<file path="src/rtl/tile_dump_tx.sv">
// tile_dump_tx: screen-dump reader for the text video subsystem.
// On a start tick it scans the tile RAM (port A) row by row, sends every
// character as a UART 8N1 frame and ends each row with CR LF.
//
// Ports:
//   clk        system clock
//   reset      asynchronous, active-high reset
//   start      single-cycle dump request, accepted only when idle
//   ram_addr   tile RAM port A address {row[4:0], col[6:0]}
//   ram_data   tile RAM port A read data, one clk after ram_addr
//   tx         UART serial output, idle high
//   busy       high for the whole dump; port A belongs to this block while set
//   done_tick  one-cycle pulse when the dump completes
module tile_dump_tx #(
   parameter int unsigned MAX_X  = 40,
   parameter int unsigned MAX_Y  = 20,
   parameter int unsigned CLK_HZ = 100_000_000,
   parameter int unsigned BAUD   = 9600
) (
   input  logic        clk,
   input  logic        reset,
   input  logic        start,
   output logic [11:0] ram_addr,
   input  logic [6:0]  ram_data,
   output logic        tx,
   output logic        busy,
   output logic        done_tick
);

   localparam int unsigned DIVISOR = CLK_HZ / BAUD;
   localparam int unsigned CntW    = (DIVISOR > 1) ? $clog2(DIVISOR) : 1;

   localparam logic [CntW-1:0] BaudLast = CntW'(DIVISOR - 1);
   localparam logic [6:0]      ColLast  = 7'(MAX_X - 1);
   localparam logic [4:0]      RowLast  = 5'(MAX_Y - 1);

   typedef enum logic [2:0] {
      StIdle, StFetch, StLatch, StShift, StEolCr, StEolLf, StDone
   } state_e;

   // What the byte in the shifter is, so the end of its stop bit knows where to go.
   typedef enum logic [1:0] {KindChar, KindCr, KindLf} kind_e;

   state_e          state_q, state_d;
   kind_e           kind_q, kind_d;
   logic [4:0]      row_q, row_d;
   logic [6:0]      col_q, col_d;
   logic [3:0]      bit_cnt_q, bit_cnt_d;
   logic [CntW-1:0] baud_q, baud_d;
   logic [7:0]      byte_q, byte_d;
   logic            tx_q, tx_d;
   logic            busy_q, busy_d;
   logic            done_q, done_d;

   logic            load;
   logic [7:0]      load_byte;
   kind_e           load_kind;

   always_comb begin
      state_d   = state_q;
      kind_d    = kind_q;
      row_d     = row_q;
      col_d     = col_q;
      bit_cnt_d = bit_cnt_q;
      baud_d    = baud_q;
      byte_d    = byte_q;
      tx_d      = tx_q;
      busy_d    = busy_q;
      done_d    = 1'b0;
      load      = 1'b0;
      load_byte = 8'h00;
      load_kind = KindChar;

      unique case (state_q)
         StIdle: begin
            tx_d = 1'b1;
            if (start) begin
               row_d   = '0;
               col_d   = '0;
               busy_d  = 1'b1;
               state_d = StFetch;
            end
         end
         StFetch: state_d = StLatch;
         StLatch: begin
            load      = 1'b1;
            load_byte = (ram_data == 7'h00) ? 8'h20 : {1'b0, ram_data};
            load_kind = KindChar;
         end
         StShift: begin
            if (baud_q == BaudLast) begin
               baud_d    = '0;
               bit_cnt_d = 4'(bit_cnt_q + 4'd1);
               if (bit_cnt_q < 4'd8) begin
                  // bit_cnt_q = 0 is the start bit, so data bit n follows count n.
                  tx_d = byte_q[bit_cnt_q[2:0]];
               end else begin
                  tx_d = 1'b1;
                  if (bit_cnt_q == 4'd9) begin
                     unique case (kind_q)
                        KindChar: begin
                           if (col_q == ColLast) begin
                              state_d = StEolCr;
                           end else begin
                              col_d   = 7'(col_q + 7'd1);
                              state_d = StFetch;
                           end
                        end
                        KindCr: state_d = StEolLf;
                        KindLf: begin
                           if (row_q == RowLast) begin
                              busy_d  = 1'b0;
                              done_d  = 1'b1;
                              state_d = StDone;
                           end else begin
                              row_d   = 5'(row_q + 5'd1);
                              col_d   = '0;
                              state_d = StFetch;
                           end
                        end
                        default: state_d = StIdle;
                     endcase
                  end
               end
            end else begin
               baud_d = CntW'(baud_q + 1'b1);
            end
         end
         // Two-cycle pause so CR/LF keep the same gap as FETCH+LATCH; baud_q
         // is zero on entry and reused as the pause counter.
         StEolCr, StEolLf: begin
            if (baud_q == '0) begin
               baud_d = CntW'(1);
            end else begin
               load      = 1'b1;
               load_byte = (state_q == StEolCr) ? 8'h0D : 8'h0A;
               load_kind = (state_q == StEolCr) ? KindCr : KindLf;
            end
         end
         StDone: begin
            tx_d    = 1'b1;
            busy_d  = 1'b0;
            state_d = StIdle;
         end
         default: state_d = StIdle;
      endcase

      if (load) begin
         byte_d    = load_byte;
         kind_d    = load_kind;
         bit_cnt_d = '0;
         baud_d    = '0;
         tx_d      = 1'b0;
         state_d   = StShift;
      end
   end

   always_ff @(posedge clk or posedge reset) begin
      if (reset) begin
         state_q   <= StIdle;
         kind_q    <= KindChar;
         row_q     <= '0;
         col_q     <= '0;
         bit_cnt_q <= '0;
         baud_q    <= '0;
         byte_q    <= '0;
         tx_q      <= 1'b1;
         busy_q    <= 1'b0;
         done_q    <= 1'b0;
      end else begin
         state_q   <= state_d;
         kind_q    <= kind_d;
         row_q     <= row_d;
         col_q     <= col_d;
         bit_cnt_q <= bit_cnt_d;
         baud_q    <= baud_d;
         byte_q    <= byte_d;
         tx_q      <= tx_d;
         busy_q    <= busy_d;
         done_q    <= done_d;
      end
   end

   assign ram_addr  = {row_q, col_q};
   assign tx        = tx_q;
   assign busy      = busy_q;
   assign done_tick = done_q;

endmodule
</file>
<file path="config.mk">
export PLATFORM = sky130hd
export DESIGN_NAME = tile_dump_tx
export DESIGN_NICKNAME = d
export VERILOG_FILES = /design/src/rtl/tile_dump_tx.sv
export SDC_FILE = /design/constraint.sdc
export NUM_CORES = 1
export LEC_CHECK = 0
export BUFFER_PORTS_ARGS = -buffer_cell sky130_fd_sc_hd__buf_2
export CAP_MARGIN = 20
export CELL_PAD_IN_SITES_DETAIL_PLACEMENT = 1
export CELL_PAD_IN_SITES_GLOBAL_PLACEMENT = 1
export CORE_ASPECT_RATIO = 0.5
export CORE_UTILIZATION = 32
export DETAILED_ROUTE_END_ITERATION = 12
export PLACE_DENSITY = 0.65
export SLEW_MARGIN = 20
export SYNTH_ARGS = -nofsm -noshare
export SYNTH_HDL_FRONTEND = slang
export SYNTH_SLANG_ARGS = --single-unit
</file>
<file path="constraint.sdc">
create_clock -name clk -period 6.2 [get_ports clk]
set_input_delay 1.24 -clock clk [delete_from_list [all_inputs] [get_ports clk]]
set_output_delay 1.24 -clock clk [all_outputs]
set_load 0.1 [all_outputs]
</file>
==> flow_metrics.env <==
export IMPL_status="finished, final reports clean"
export IMPL_cts_setup_buffers=0
export IMPL_seqPwrFrac_pct=46.8
export IMPL_fmax_mhz=395
export IMPL_r2r_setup_slack_ns=3.73
export IMPL_fin_ws_ns=3.67
export IMPL_setup_worst_path_start_class="flop"
export IMPL_final_cell_mix="dfrtp_1, nor2_1, nand2_1"
export IMPL_post_drt_wl_per_cell_um=16.0
export IMPL_gr_usage_met2_pct=27.0
export IMPL_cp_cell_sequence="buf_2"
export IMPL_synth_cells=286
export IMPL_fin_crit_sh_pct=40.8
export IMPL_nets=325
export IMPL_numCtsBuffers=5
export IMPL_cap_violations=0
export IMPL_synth_warnings=0
export IMPL_synth_area_top_cells="dfrtp_1, nor2_1, nand2_1"
export IMPL_num_vias=2191
export IMPL_cts_buffer_depth=2
export IMPL_die_w_um=131
export IMPL_antenna_cells=0
export IMPL_tightest_slew_ns=0.829
export IMPL_critPathMaxStageDelay_ns=0.51
export IMPL_combPwrFrac_pct=3.8
export IMPL_routed_wl_um=6740
export IMPL_grt_usage_pct=17.6
export IMPL_crit_slowest_cell="dfrtp_1"
export IMPL_critPathTopFamily="flip-flops"
export IMPL_synth_nets=303
export IMPL_finClkSkew_ns=0.00953
export IMPL_port_buffers=24
export IMPL_grt_max_degree=46
export IMPL_min_period_ns=2.53
export IMPL_root_buffer="clkbuf_16"
export IMPL_reg2reg_depth=7
export IMPL_crit_path_end="ram_addr[2]"
export IMPL_vias_per_cell=5.20
export IMPL_fillers=962
export IMPL_grt_pass1_vias=2290
export IMPL_clock_latency_ns=0.30
export IMPL_dieHeight_um=66.3
export IMPL_finalSetupTns_ns=0
export IMPL_ys_seq_elements=45
export IMPL_cp_required_ns=4.96
export IMPL_cts_sinks=45
export IMPL_power_leakage_nw=1.43
export IMPL_final_common_cell="dfrtp_1"
export IMPL_relSlewSlack_pct=44.7
export IMPL_use_met1_pct=24.5
export IMPL_syn_to_final_growth_pct=15.1
export IMPL_dp_hpwl_um=4730
export IMPL_critical_path_arrival_ns=1.29
export IMPL_cp_startpoint="col_q[2]"
export IMPL_ys_flop_type="dfrtp_1"
export IMPL_place_congestion=0.779
export IMPL_ios=25
export IMPL_ir_drop_mv=0.107
export IMPL_cts_resized=0
export IMPL_internal_power_w=0.000494
export IMPL_drc=0
export IMPL_r2r_end="baud_q[11]"
export IMPL_drive_gt1_share_pct=13.9
export IMPL_avgSynthCellArea_um2=9.25
export IMPL_synth_async_sr_flop_share_pct=100
export IMPL_drv_slew=0
export IMPL_dp_slack_ns=3.49
export IMPL_dr_pass1_iters=4
export IMPL_clkTransAtPathRegs_ns=0.07
export IMPL_antenna_left=0
export IMPL_cts_tree="yes"
export IMPL_r2r_start="state_q[1]"
export IMPL_gr_max_usage_layer="met2"
export IMPL_hp_class="flop to flop"
export IMPL_netlist_area_leader_share_pct=41.6
export IMPL_swShare_pct=22.8
export IMPL_critPathBufInv=1
export IMPL_synth_seq_area_share_pct=42.6
export IMPL_overflow=0
export IMPL_clockPowerShare_pct=49.4
export IMPL_core_area_mm2=0.00800
export IMPL_cellPowerDensity_mw_per_mm2=210
export IMPL_ys_types=52
export IMPL_start_util_pct=33.1
export IMPL_cp_depth=1
export IMPL_critPathKind="flop to output port"
export IMPL_setup_viol=0
export IMPL_worst_setup_path_end_kind="output port"
export IMPL_ctsHoldBuffers=0
export IMPL_synth_edf_count=0
export IMPL_grt_pass1_wl_um=11700
export IMPL_grt_setup_unrepaired="no"
export IMPL_syn_area_mm2=0.00265
export IMPL_hold_violations=0
export IMPL_core_rowCount=23
export IMPL_synth_area_leader_cell="dfrtp_1"
export IMPL_p_switching_w=0.000146
export IMPL_grt_antenna_before_repair=0
export IMPL_use_met3_pct=3.72
export IMPL_worstPathMaxFanout=9
export IMPL_h_tree_depth=2
export IMPL_drtIter0Drc=170
export IMPL_dieArea_mm2=0.00866
worst min-delay path, stage by stage, from the launching register on:
cell,delay (ns)
dfrtp_1,0.35
nand2_1,0.05
nand3_1,0.07
worst min-delay path by stage:
stage                     cells after the start      start  slack [ns]   endpoint
after floorplan                               2  byte_q[3]        0.46  byte_q[3]
final                                         2  byte_q[3]        0.51  byte_q[3]
after detailed placement                      2  byte_q[3]        0.50  byte_q[3]
after global placement                        2  byte_q[4]        0.48  byte_q[4]
after CTS                                     2  byte_q[3]        0.52  byte_q[3]
after global routing                          2  byte_q[3]        0.54  byte_q[3]
power by group through the flow:
stage	Combinational, W	Clock (W)	Sequential, W
6_report	0.0000246	0.000316	0.000300
3_5_place_dp	0.0000253	0	0.000305
4_1_cts	0.0000254	0.000323	0.000299
2_1_floorplan	0.00000972	0	0.000312
3_3_place_gp	0.0000245	0	0.000305
5_1_grt	0.0000275	0.000338	0.000300
flip-flops by register name, summed over array words and instances (netlist names):
signal,cells
row_q,5
done_tick,1
busy,1
col_q,7
tx,1
byte_q,7
state_q,3
baud_q,14
bit_cnt_q,4
kind_q,2
logic make-up after synthesis:
logic type      Yosys count  synth area share, %
xor+xnor                 16                 5.30
buf+inv                  20                 3.03
fa+ha+maj                 7                 3.31
mux                       8                 3.59
compound gates           57                 15.4
simple gates            133                 26.8
flops                    45                 42.6
per-layer routing:
metal | part of all wire [%] | wire [µm] | vias up
met3 | 2.7 | 180 | 7
met1 | 51 | 3410 | 1083
met4 | 1.2 | 78 | 0
met2 | 46 | 3070 | 23
li1 | - | - | 1078
met5 | 0 | 0 | -
metrics by stage:
stage | power, W | hold WS [ns] | util [%] | area [µm²] | instances
finish | 0.000640 | 0.507 | 38.1 | 3050 | 421
global route | 0.000665 | 0.538 | 38.1 | 3050 | 421
CTS | 0.000647 | 0.517 | 38.0 | 3040 | 421
detailed placement | 0.000330 | 0.499 | 35.8 | 2870 | 413
global placement | 0.000329 | 0.483 | 35.8 | 2870 | 413
floorplan | 0.000321 | 0.457 | - | 2650 | 286
final cells by class:
class | count | area [µm²] | area share [%]
inverter | 11 | 42.5 | 1.40
timing repair buffer | 24 | 120 | 3.94
clock buffer | 5 | 125 | 4.11
sequential | 45 | 1130 | 37.0
tap | 112 | 140 | 4.60
multi-input combinational | 221 | 1450 | 47.4
clock inverter | 3 | 46.3 | 1.52
cell usage after synthesis, drive strengths merged (2+ instances only):
| cell | instances |
|---|---|
| a21o | 4 |
| o31ai | 4 |
| nand3b | 4 |
| nor2b | 6 |
| clkbuf | 5 |
| nand4 | 7 |
| and3 | 4 |
| nand3 | 17 |
| o221ai | 2 |
| nor2 | 36 |
| and2 | 2 |
| mux2i | 5 |
| and4b | 2 |
| xnor2 | 7 |
| a211o | 3 |
| xor2 | 9 |
| nor4 | 3 |
| inv | 11 |
| a211oi | 3 |
| o21ai | 11 |
| buf | 4 |
| a31oi | 2 |
| nand2b | 3 |
| a221o | 2 |
| nand2 | 28 |
| a21oi | 11 |
| and4 | 2 |
| nor4b | 3 |
| mux2 | 2 |
| and3b | 2 |
| ha | 7 |
| nor3 | 8 |
| nand4b | 2 |
| a21boi | 4 |
| o22ai | 4 |
| dfrtp | 44 |
(Power assumes the default switching activity.)
